===== src/rtl/rv_pipe_pkg.sv =====
// Shared definitions for the RV64 pipeline stages: defaults, the NOP encoding
// and the instruction field bit positions.
package rv_pipe_pkg;

  localparam int unsigned XLEN_DEFAULT     = 64;
  localparam logic [63:0] RESET_PC_DEFAULT = 64'h0;
  localparam logic [31:0] NOP_INSTR        = 32'h0000_0013;

  localparam int unsigned RS1_LSB = 15;
  localparam int unsigned RS2_LSB = 20;
  localparam int unsigned RD_LSB  = 7;
  localparam int unsigned F3_LSB  = 12;
  localparam int unsigned F7B5    = 30;

  typedef enum logic [1:0] {
    FETCH_ADVANCE,
    FETCH_STALL,
    FETCH_REDIRECT
  } fetch_act_e;

  // A redirect always beats a stall, so a taken branch can never be lost.
  function automatic fetch_act_e fetch_action(input logic redirect, input logic stall);
    if (redirect)   return FETCH_REDIRECT;
    else if (stall) return FETCH_STALL;
    else            return FETCH_ADVANCE;
  endfunction

endpackage


===== src/rtl/load_use_detect.sv =====
// Load-use hazard comparator: a load in ID/EX whose destination is read by
// the instruction in IF/ID.
module load_use_detect (
  input  logic       idex_memread,
  input  logic [4:0] idex_rd,
  input  logic       ifid_valid,
  input  logic [4:0] ifid_rs1,
  input  logic [4:0] ifid_rs2,
  output logic       load_use
);

  // rs2 is compared even for formats that do not read it; a spurious stall is harmless.
  assign load_use = idex_memread & (idex_rd != '0) & ifid_valid &
                    ((idex_rd == ifid_rs1) | (idex_rd == ifid_rs2));

endmodule


===== src/rtl/ifid_fetch_stage.sv =====
// Fetch stage with PC, IF/ID pipeline register, field pre-decode, load-use
// stall and branch-redirect flush.
module ifid_fetch_stage #(
  parameter int unsigned       XLEN      = rv_pipe_pkg::XLEN_DEFAULT,
  parameter logic [XLEN-1:0]   RESET_PC  = XLEN'(rv_pipe_pkg::RESET_PC_DEFAULT),
  parameter logic [31:0]       NOP_INSTR = rv_pipe_pkg::NOP_INSTR
) (
  input  logic            clk,
  input  logic            reset,
  output logic [XLEN-1:0] imem_addr,
  input  logic [31:0]     imem_rdata,
  input  logic            pc_src,
  input  logic [XLEN-1:0] branch_target,
  input  logic            ext_stall,
  input  logic            idexmemread,
  input  logic [4:0]      idexrd,
  output logic [XLEN-1:0] ifidpc_out,
  output logic [31:0]     ifidinstr,
  output logic            ifidvalid,
  output logic [4:0]      ifidrs1,
  output logic [4:0]      ifidrs2,
  output logic [4:0]      ifidrd,
  output logic [3:0]      ifidfunct3,
  output logic            hazard_stall,
  output logic [31:0]     fetch_count
);

  import rv_pipe_pkg::*;

  logic [XLEN-1:0] pc_q, pc_d;
  logic [XLEN-1:0] ifid_pc_q, ifid_pc_d;
  logic [31:0]     ifid_instr_q, ifid_instr_d;
  logic            ifid_valid_q, ifid_valid_d;
  logic [31:0]     fetch_count_q, fetch_count_d;
  logic            load_use;
  logic            stall;
  fetch_act_e      act;

  load_use_detect u_load_use_detect (
    .idex_memread (idexmemread),
    .idex_rd      (idexrd),
    .ifid_valid   (ifid_valid_q),
    .ifid_rs1     (ifidrs1),
    .ifid_rs2     (ifidrs2),
    .load_use     (load_use)
  );

  assign stall = load_use | ext_stall;
  assign act   = fetch_action(pc_src, stall);

  always_comb begin
    pc_d          = pc_q;
    ifid_pc_d     = ifid_pc_q;
    ifid_instr_d  = ifid_instr_q;
    ifid_valid_d  = ifid_valid_q;
    fetch_count_d = fetch_count_q;
    case (act)
      FETCH_REDIRECT: begin
        // Masking keeps the target word-aligned without trapping on bad bits.
        pc_d         = branch_target & ~XLEN'(3);
        ifid_pc_d    = '0;
        ifid_instr_d = NOP_INSTR;
        ifid_valid_d = 1'b0;
      end
      FETCH_ADVANCE: begin
        pc_d          = pc_q + XLEN'(4);
        ifid_pc_d     = pc_q;
        ifid_instr_d  = imem_rdata;
        ifid_valid_d  = 1'b1;
        fetch_count_d = fetch_count_q + 32'd1;
      end
      default: ;
    endcase
  end

  always_ff @(posedge clk or negedge reset) begin
    if (!reset) begin
      pc_q          <= RESET_PC;
      ifid_pc_q     <= '0;
      ifid_instr_q  <= NOP_INSTR;
      ifid_valid_q  <= 1'b0;
      fetch_count_q <= '0;
    end else begin
      pc_q          <= pc_d;
      ifid_pc_q     <= ifid_pc_d;
      ifid_instr_q  <= ifid_instr_d;
      ifid_valid_q  <= ifid_valid_d;
      fetch_count_q <= fetch_count_d;
    end
  end

  assign imem_addr    = pc_q;
  assign ifidpc_out   = ifid_pc_q;
  assign ifidinstr    = ifid_instr_q;
  assign ifidvalid    = ifid_valid_q;
  assign ifidrs1      = ifid_instr_q[RS1_LSB +: 5];
  assign ifidrs2      = ifid_instr_q[RS2_LSB +: 5];
  assign ifidrd       = ifid_instr_q[RD_LSB +: 5];
  assign ifidfunct3   = {ifid_instr_q[F7B5], ifid_instr_q[F3_LSB +: 3]};
  assign hazard_stall = load_use;
  assign fetch_count  = fetch_count_q;

endmodule


===== config.mk =====
export PLATFORM = sky130hd
export DESIGN_NAME = ifid_fetch_stage
export DESIGN_NICKNAME = d
export VERILOG_FILES = /design/src/rtl/rv_pipe_pkg.sv /design/src/rtl/load_use_detect.sv /design/src/rtl/ifid_fetch_stage.sv
export SDC_FILE = /design/constraint.sdc
export NUM_CORES = 1
export LEC_CHECK = 0
export CAP_MARGIN = 20
export CORE_ASPECT_RATIO = 1.1
export CORE_MARGIN = 1.5
export CORE_UTILIZATION = 43
export CTS_BUF_LIST = sky130_fd_sc_hd__clkbuf_8
export CTS_CLUSTER_DIAMETER = 40
export DETAILED_ROUTE_END_ITERATION = 8
export GPL_TIMING_DRIVEN = 0
export PLACE_DENSITY = 0.81
export SLEW_MARGIN = 25
export SYNTH_ARGS = -nofsm -noshare
export SYNTH_HDL_FRONTEND = slang
export SYNTH_SLANG_ARGS = --single-unit

===== constraint.sdc =====
create_clock -name clk -period 2.29 [get_ports clk]
set_input_delay 0.458 -clock clk [delete_from_list [all_inputs] [get_ports clk]]
set_output_delay 0.458 -clock clk [all_outputs]
set_load 0.02 [all_outputs]

# == Word-level counts from Yosys, hierarchy flattened ==
# Cells that the tools add are included.
# Widths: inputs -> output; s select.
# op_classes
muxes,6
bitwise_logic,5
reduce_logical,3
n_eq_ne,3
addsub,2
# op_table
op,count
$pmux 64 s2,2
$add 64x3->64 const B,1
$pmux 32 s2,1
$add 32x1->32 const B,1
$eq 5x5->1,2
$reduce_bool 5->1,1
$and 1x1->1,3
$eq 2x2->1 const B,1
$logic_not 2->1,1
$mux 2,1
$or 1x1->1,2
$pmux 1 s2,1
$reduce_bool 2->1,1
$mux 1,1
# word_totals
reg_bits,193
word_cells,24
output_inout_bits,213
in_bits,106

# == Depth between registers and ports, before layout ==
# Gate-level depths: netlist of run 1.
# depth
depth_word,9
ltp_mapped,9
depth_no_buf,7

# == Hierarchy ==
# Synthesis of run 1 repeated with hierarchy kept, for this count alone.
# hier_totals
cells_unflattened,1032
hier_area_um2,9226.3
# modules_own_cells
module,seq_area_each_um2,cells_each,n_inst,area_per_inst_um2
ifid_fetch_stage,4733.3,1015,1,9093.7
load_use_detect,0.0,17,1,132.6

# == Worst setup path before layout of run 1 ==
# Ideal clock, no wire load.
# synth_timing
path_kind,reg-to-output
startpoint,"register ifid_instr_q[24], in the netlist ifidinstr[24]"
endpoint,output port hazard_stall
setup_slack_ps,-236
required_time_ps,1832
t_arrival_ps,2068
path_stages_with_launch,8
path_buffers,3
cell_sequence,dfrtp_1 > xnor2_1 > nand3_1 > o22ai_1 > clkbuf_1 > buf_4 > buf_2 > and2_1
# synth_via
elab_chain_cells,3
# synth_rtl
item,line_no,source
from (decl),ifid_fetch_stage.sv:32,"logic [31:0] ifid_instr_q, ifid_instr_d;"
from (signal assigned),ifid_fetch_stage.sv:86,ifid_instr_q <= ifid_instr_d;
$eq 5x5->1,load_use_detect.sv:14,((idex_rd == ifid_rs1) | (idex_rd == ifid_rs2));
$or 1x1->1,load_use_detect.sv:14,
$and 1x1->1,load_use_detect.sv:13,assign load_use = idex_memread & (idex_rd != '0) & ifid_valid &
to (decl),ifid_fetch_stage.sv:24,"output logic hazard_stall,"
# No other way between the ends.

# == Worst setup path in the final report of run 1 ==
# layout_timing
startpoint,input port idexrd[3]
endpoint,output port hazard_stall
# layout_via
elab_chain_cells,4
word_cells_on_any_way,7
classes_between,eq/ne: 2; bitwise: 4; reduce/logical: 1
# layout_rtl
item,line_no,source
from (decl),ifid_fetch_stage.sv:16,"input logic [4:0] idexrd,"
$reduce_bool 5->1,load_use_detect.sv:13,
$and 1x1->1 (2 in series),load_use_detect.sv:13,
$and 1x1->1 (*),load_use_detect.sv:13,
# Mark *: on every way between the ends. The rest lies on a longest branch, timed or not.

==> results of run 1 <==
## cells by family (layout without fill, tap and decap cells)
family	count (synthesis)	in the layout	share of synthesized area (%)
xor+xnor	95	95	8.49
buf+inv	117	503	5.90
fa+ha+maj	2	2	0.255
other cells	1	2	0.0383
simple gates	425	426	19.8
flops	190	190	48.5
mux	16	16	1.79
compound gates	208	208	15.2
## worst min-delay path by stage
stage                          from              end  cells past startpoint
global placement    fetch_count[31]  fetch_count[31]                      1
finish                        reset   ifidpc_out[10]                      2
global route                  reset   ifidpc_out[10]                      2
detailed placement            reset   ifidpc_out[10]                      1
floorplan                     reset   fetch_count[0]                      0
CTS                           reset   ifidpc_out[10]                      2
## power by group
group	switching, mW	internal, mW
Clock	1.36	0.901
Sequential	0.353	3.63
Combinational	1.22	1.07
## flip-flops by register name, indices dropped and copies added (netlist names)
name	flops
fetch_count	32
imem_addr	62
ifidvalid	1
ifidinstr	32
ifidpc_out	63
## area by class of cell
type,instances,area share (%)
plain buffers,91,4.61
clock inverters,15,1.05
multi-input cells,749,33.4
inverters,23,0.584
well taps,295,2.50
clock buffers,17,1.58
flip-flops and latches,190,32.3
repair buffers,357,23.9
## per-layer routing
metal / global-route usage, % / part of all wire, %
met4: 12.5 / 4.5
met1: 36.9 / 39
met5: 0 / 0
met3: 6.19 / 7.6
met2: 49.3 / 49
## timing repair
action / 4_1_cts / 5_1_grt
gates resized for setup: 114 / 106
cloned: 1 / 1
hold endpoints to repair: 57 / 0
hold buffers: 1 / 0
setup buffers: 29 / 10
endpoints found under the setup margin: 185 / 144
pin swaps: 13 / 15
## per-stage QoR
step	power [mW]	utilization, %	hold slack (ns)	setup WS [ns]
3_3_place_gp	6.09	59.9	0.464	-7.86
2_1_floorplan	4.98	-	0.162	-0.0275
5_1_grt	8.89	66.5	0.493	-0.233
6_report	8.54	66.5	0.458	-0.188
4_1_cts	8.47	64.4	0.478	-0.241
3_5_place_dp	6.14	60.2	0.418	-1.60
## critical path, stage by stage
cell,delay (ns)
buf_2,0.13
or3_4,0.38
o311a_4,0.35
buf_8,0.14
buf_12,0.12
buf_12,0.14
and2_4,0.15
buf_6,0.13
## Yosys cell counts (all sizes together), types with 2 or more instances
| cell | n |
|---|---|
| a211oi | 15 |
| inv | 23 |
| or3 | 7 |
| xor2 | 28 |
| nand4b | 2 |
| dfstp | 3 |
| o31a | 4 |
| nor3b | 3 |
| or2 | 3 |
| mux2i | 4 |
| xnor2 | 67 |
| nand3 | 41 |
| a2111oi | 39 |
| nor4 | 10 |
| and4 | 8 |
| and2 | 3 |
| nand3b | 3 |
| a21oi | 100 |
| nor2 | 17 |
| ha | 2 |
| dfrtp | 187 |
| nand2 | 265 |
| nor3 | 21 |
| mux2 | 12 |
| nand4 | 24 |
| buf | 49 |
| nand2b | 4 |
| clkbuf | 45 |
| o21ai | 42 |
| and3 | 11 |
==> impl_metrics.xml, run 1 <==
<?xml version="1.0" encoding="UTF-8"?>
<metrics>
  <group name="floorplanning">
    <metric name="coreArea" unit="sq um">22300</metric>
    <metric name="top_level_ports" unit="">319</metric>
    <metric name="die_width" unit="microns">147</metric>
    <metric name="placement_rows" unit="">57</metric>
    <metric name="floorplan.die.height" unit="microns">161</metric>
    <metric name="die_area" unit="sq um">23700</metric>
    <metric name="floorplan.initialDensity" unit="%">44.1</metric>
  </group>
  <group name="worst_setup_path">
    <metric name="path_class" unit="">in -&gt; out</metric>
    <metric name="crit_end" unit="">hazard_stall</metric>
    <metric name="data_arrival_time_of_the_worst_path" unit="ns">2.02</metric>
    <metric name="critical_path.reg2reg.endpoint" unit="">imem_addr[29]</metric>
    <metric name="timing.rr.start" unit="">ifidinstr[21]</metric>
    <metric name="worst_setup_path_end_kind" unit="">output port</metric>
    <metric name="top_fanout_value_on_the_critical_path" unit="">10</metric>
    <metric name="worst-r2r-setup-slack" unit="ns">-0.04</metric>
    <metric name="critical_path.startpoint" unit="">idexrd[3]</metric>
    <metric name="worstSetupStartpointType" unit="">input port</metric>
    <metric name="timing.reg2reg.worst_path_depth" unit="">9</metric>
    <metric name="worstPathRequired" unit="ns">1.83</metric>
  </group>
  <group name="synthesis">
    <metric name="yosys.area.top_type" unit="">dfrtp_1</metric>
    <metric name="post_synth_inst_count" unit="">1054</metric>
    <metric name="synth_flop_cell" unit="">dfrtp_1</metric>
    <metric name="top_area_cell_type_share_of_the_netlist_area" unit="%">47.7</metric>
    <metric name="mean_instance_size_in_the_synthesized_netlist" unit="sq um">9.30</metric>
    <metric name="flops_latches_synth" unit="">190</metric>
    <metric name="syn_area" unit="sq um">9800</metric>
    <metric name="yosys-top-cells-area" unit="">dfrtp_1 48%, nand2_1 10%, xnor2_1 6.0%, a21oi_1 5.1%, a2111oi_2 3.8%</metric>
    <metric name="synth_cell_type_count" unit="">54</metric>
    <metric name="sequential_cell_area_fraction_in_the_yosys_report" unit="%">48.5</metric>
    <metric name="async_reset_ff_share" unit="%">100</metric>
    <metric name="synth_enable_flop_cells" unit="">0</metric>
    <metric name="yosys_warnings" unit="">0</metric>
  </group>
  <group name="timing">
    <metric name="clock-skew-final" unit="ns">0.0234</metric>
    <metric name="timing.final.crit_share" unit="%">108</metric>
    <metric name="minimum_setup_slack_in_the_final_design" unit="ns">-0.188</metric>
    <metric name="tmin_final" unit="ns">2.48</metric>
    <metric name="tightestPinTransition" unit="ns">1.05</metric>
    <metric name="setup_total_negative_slack" unit="ns">-0.471</metric>
    <metric name="fmax" unit="MHz">404</metric>
    <metric name="final-hold-violation-count" unit="">0</metric>
    <metric name="setup_repair_after_global_routing_missed_its_margin" unit="">true</metric>
    <metric name="timing.slew.headroom" unit="%">29.9</metric>
    <metric name="setup_violations" unit="">23</metric>
    <metric name="maxSlewViolCount" unit="">0</metric>
  </group>
  <group name="final_layout">
    <metric name="area.sequential" unit="sq um">4780</metric>
    <metric name="layoutNonFillerInstCount" unit="">1737</metric>
    <metric name="multi_input_comb_area" unit="sq um">4940</metric>
    <metric name="layout.cells.most_common" unit="">clkdlybuf4s50_1</metric>
    <metric name="post_route_cells_drive_above_1_share" unit="%">18.5</metric>
    <metric name="layout-area-overhead-vs-synth" unit="%">50.9</metric>
    <metric name="layout.cell_area.non_filler" unit="sq um">14800</metric>
    <metric name="final_net_count" unit="">1537</metric>
    <metric name="final_cell_mix" unit="">307 x clkdlybuf4s50_1, 264 x nand2_1, 166 x dfrtp_1</metric>
    <metric name="diodes" unit="">0</metric>
    <metric name="fillerInstances" unit="">1728</metric>
  </group>
  <group name="clock_tree">
    <metric name="ctsRootBufferMaster" unit="">clkbuf_8</metric>
    <metric name="max-clock-path-buffers" unit="">2</metric>
    <metric name="cts_tree" unit="">built</metric>
    <metric name="clk_pin_slew" unit="ns">0.12</metric>
    <metric name="clkLatencyLatePin" unit="ns">0.48</metric>
    <metric name="cts-buffers-inserted" unit="">17</metric>
    <metric name="cts.sinks" unit="">190</metric>
    <metric name="cts_max_level" unit="">4</metric>
  </group>
  <group name="pwr">
    <metric name="ir_worst_vdd" unit="mV">0.412</metric>
    <metric name="pwr_density_cell" unit="nW/um^2">577</metric>
    <metric name="leak_pwr" unit="nW">5.84</metric>
  </group>
  <group name="global_routing">
    <metric name="overflow" unit="">0</metric>
    <metric name="grt_start_max_net_pins" unit="">79</metric>
    <metric name="groute.usage.overall" unit="%">29.4</metric>
    <metric name="grt_antenna_before_repair" unit="">0</metric>
    <metric name="global_route_wire_length_before_repair" unit="microns">54100</metric>
    <metric name="grt_pass1_vias" unit="">9657</metric>
  </group>
  <group name="drt">
    <metric name="drt.antenna.violating_nets" unit="">0</metric>
    <metric name="firstDrtPassIters" unit="">5</metric>
    <metric name="drt-wirelength-per-cell" unit="microns">20.4</metric>
    <metric name="num_vias" unit="">9712</metric>
    <metric name="initialDrtViolationCount" unit="">723</metric>
    <metric name="wl" unit="microns">35400</metric>
    <metric name="post-route-drc-count" unit="">0</metric>
    <metric name="average_via_count_per_standard_cell" unit="">5.59</metric>
  </group>
  <group name="hold_path">
    <metric name="min_path_type" unit="">in -&gt; async</metric>
  </group>
  <group name="job">
    <metric name="maxCapViolations" unit="">0</metric>
  </group>
  <group name="placement">
    <metric name="placement.cell_area" unit="sq um">13400</metric>
    <metric name="place.port_buffers" unit="">314</metric>
    <metric name="dp_hpwl" unit="microns">24900</metric>
    <metric name="gp_routability_congestion" unit="">0.895</metric>
    <metric name="numPlacedInstances" unit="">1666</metric>
  </group>
  <group name="status">
    <metric name="violations" unit="">negative setup slack</metric>
    <metric name="status" unit="">finished with violations</metric>
  </group>
</metrics>
(Power assumes the default switching activity.)
==> inputs of run 2 (changes only) <==
PLACE_DENSITY = 0.77   (was 0.81)
REMOVE_ABC_BUFFERS = 1   (was default)
==> impl_metrics.xml, run 2 (same netlist as run 1, synthesis figures left out) <==
<?xml version="1.0" encoding="UTF-8"?>
<metrics>
  <group name="clock_tree">
    <metric name="cts_tree" unit="">built</metric>
    <metric name="clk_pin_slew" unit="ns">0.11</metric>
    <metric name="cts.sinks" unit="">190</metric>
    <metric name="cts_max_level" unit="">4</metric>
    <metric name="clkLatencyLatePin" unit="ns">0.48</metric>
    <metric name="max-clock-path-buffers" unit="">2</metric>
    <metric name="cts-buffers-inserted" unit="">17</metric>
    <metric name="ctsRootBufferMaster" unit="">clkbuf_8</metric>
  </group>
  <group name="worst_setup_path">
    <metric name="worst-r2r-setup-slack" unit="ns">0.005</metric>
    <metric name="data_arrival_time_of_the_worst_path" unit="ns">2.65</metric>
    <metric name="critical_path.reg2reg.endpoint" unit="">imem_addr[39]</metric>
    <metric name="timing.reg2reg.worst_path_depth" unit="">11</metric>
    <metric name="worstPathRequired" unit="ns">2.65</metric>
    <metric name="worst_setup_path_end_kind" unit="">flip-flop</metric>
    <metric name="timing.rr.start" unit="">ifidinstr[20]</metric>
    <metric name="path_class" unit="">in -&gt; reg</metric>
    <metric name="critical_path.startpoint" unit="">idexrd[0]</metric>
    <metric name="top_fanout_value_on_the_critical_path" unit="">13</metric>
    <metric name="worstSetupStartpointType" unit="">input port</metric>
  </group>
  <group name="floorplanning">
    <metric name="floorplan.die.height" unit="microns">161</metric>
    <metric name="placement_rows" unit="">57</metric>
    <metric name="floorplan.initialDensity" unit="%">44.1</metric>
    <metric name="top_level_ports" unit="">319</metric>
    <metric name="die_area" unit="sq um">23700</metric>
    <metric name="die_width" unit="microns">147</metric>
    <metric name="coreArea" unit="sq um">22300</metric>
  </group>
  <group name="placement">
    <metric name="dp_hpwl" unit="microns">19800</metric>
    <metric name="place.port_buffers" unit="">314</metric>
    <metric name="numPlacedInstances" unit="">1584</metric>
    <metric name="gp_routability_congestion" unit="">0.805</metric>
    <metric name="post-place-ws" unit="ns">-1.26</metric>
  </group>
  <group name="global_routing">
    <metric name="grt_antenna_before_repair" unit="">0</metric>
    <metric name="grt_pass1_vias" unit="">8885</metric>
    <metric name="global_route_wire_length_before_repair" unit="microns">47900</metric>
    <metric name="grt_start_max_net_pins" unit="">128</metric>
    <metric name="groute.usage.overall" unit="%">25.5</metric>
    <metric name="overflow" unit="">0</metric>
  </group>
  <group name="timing">
    <metric name="tmin_final" unit="ns">2.28</metric>
    <metric name="setup_violations" unit="">0</metric>
    <metric name="maxSlewViolCount" unit="">0</metric>
    <metric name="setup_total_negative_slack" unit="ns">0</metric>
    <metric name="timing.slew.headroom" unit="%">60.7</metric>
    <metric name="fmax" unit="MHz">438</metric>
    <metric name="timing.final.crit_share" unit="%">99.8</metric>
    <metric name="tightestPinTransition" unit="ns">0.588</metric>
    <metric name="final-hold-violation-count" unit="">0</metric>
    <metric name="setup_repair_after_global_routing_missed_its_margin" unit="">true</metric>
    <metric name="minimum_setup_slack_in_the_final_design" unit="ns">0.00532</metric>
    <metric name="clock-skew-final" unit="ns">0.0192</metric>
  </group>
  <group name="final_layout">
    <metric name="final_net_count" unit="">1474</metric>
    <metric name="largest_register_ff_count" unit="">63</metric>
    <metric name="post_route_cells_drive_above_1_share" unit="%">15.5</metric>
    <metric name="final_cell_mix" unit="">305 x clkdlybuf4s50_1, 265 x nand2_1, 167 x dfrtp_1</metric>
    <metric name="diodes" unit="">0</metric>
    <metric name="layout-area-overhead-vs-synth" unit="%">48.8</metric>
    <metric name="layoutNonFillerInstCount" unit="">1673</metric>
    <metric name="layout.cells.most_common" unit="">clkdlybuf4s50_1</metric>
    <metric name="layout.core_utilization" unit="%">65.6</metric>
  </group>
  <group name="hold_path">
    <metric name="worst_hold_startpoint" unit="">pc_src</metric>
    <metric name="worst_hold_path.num_cells" unit="">2</metric>
    <metric name="min_path_type" unit="">in -&gt; reg</metric>
    <metric name="worst_hold_path.endpoint" unit="">ifidpc_out[34]</metric>
  </group>
  <group name="pwr">
    <metric name="sequentialPowerShare" unit="%">46.7</metric>
    <metric name="power.share.combinational" unit="%">26.2</metric>
    <metric name="pwr_density_cell" unit="nW/um^2">583</metric>
    <metric name="p_sw" unit="mW">2.87</metric>
    <metric name="p_total" unit="mW">8.51</metric>
    <metric name="p_clk_share" unit="%">27.1</metric>
    <metric name="power_report.internal_total" unit="mW">5.64</metric>
    <metric name="switching_share" unit="%">33.7</metric>
    <metric name="leak_pwr" unit="nW">5.70</metric>
    <metric name="ir_worst_vdd" unit="mV">0.393</metric>
  </group>
  <group name="drt">
    <metric name="firstDrtPassIters" unit="">6</metric>
    <metric name="initialDrtViolationCount" unit="">509</metric>
    <metric name="drt-wirelength-per-cell" unit="microns">18.5</metric>
    <metric name="post-route-drc-count" unit="">0</metric>
    <metric name="average_via_count_per_standard_cell" unit="">5.37</metric>
    <metric name="drt.antenna.violating_nets" unit="">0</metric>
    <metric name="num_vias" unit="">8982</metric>
    <metric name="wl" unit="microns">30900</metric>
  </group>
  <group name="job">
    <metric name="maxCapViolations" unit="">0</metric>
  </group>
  <group name="status">
    <metric name="status" unit="">complete, no violations</metric>
  </group>
</metrics>
-- run 2: area by class of cell --
| cell class | count | area [sq um] |
|---|---|---|
| inverter | 23 | 86.3 |
| fill | 1769 | 7660 |
| tap | 295 | 369 |
| multi-input combinational | 751 | 4890 |
| timing repair buffer | 383 | 4070 |
| clock inverter | 13 | 148 |
| clock buffer | 18 | 248 |
| sequential | 190 | 4780 |
-- run 2: how the worst max path moves through the flow --
stage	end	slack [ns]	depth (start not counted)
final	fetch_count[12]	0.005	8
after global routing	imem_addr[39]	-0.07	11
after global placement	imem_addr[39]	-12.01	7
after CTS	imem_addr[39]	0.002	11
after floorplan	imem_addr[39]	-5.48	6
after detailed placement	fetch_count[12]	-1.26	7
-- run 2: critical path, stage by stage --
cell and delay [ns]:
clkdlybuf4s15_2 0.21, or3_4 0.41, o311a_4 0.38, buf_4 0.16, a21o_4 0.22, buf_16 0.15, or4_4 0.51, xnor2_1 0.13
-- run 2: metrics by stage --
stage | cell area [sq um] | hold WS [ns]
2_1_floorplan | 9320 | 0.162
3_3_place_gp | 12800 | 0.477
3_5_place_dp | 13200 | 0.323
4_1_cts | 14200 | 0.392
5_1_grt | 14600 | 0.387
6_report | 14600 | 0.395
-- run 2: routing by layer --
layer  GRT usage, %  vias up  wire (microns)
li1               -     4238               -
met1           31.8     4423           12700
met2           43.8      279           15700
met3           5.45       42            1830
met4           8.77        0             688
met5              0        -               0
-- run 2: power groups by stage --
| stage | clock network (mW) | logic (mW) | registers (mW) |
|---|---|---|---|
| 3_5_place_dp | 0 | 2.05 | 4.03 |
| 5_1_grt | 2.51 | 2.37 | 4.02 |
| 3_3_place_gp | 0 | 2.01 | 4.02 |
| 6_report | 2.31 | 2.23 | 3.98 |
| 4_1_cts | 2.35 | 2.18 | 3.96 |
| 2_1_floorplan | 0 | 0.545 | 4.32 |
-- run 2: repair_timing --
action / 4_1_cts / 5_1_grt
hold endpoints to repair: 21 / 0
pin swaps: 13 / 6
resized for setup: 38 / 68
setup buffers: 37 / 12
hold buffers: 1 / 0
cloned: 6 / 2
endpoints found under the setup margin: 182 / 132
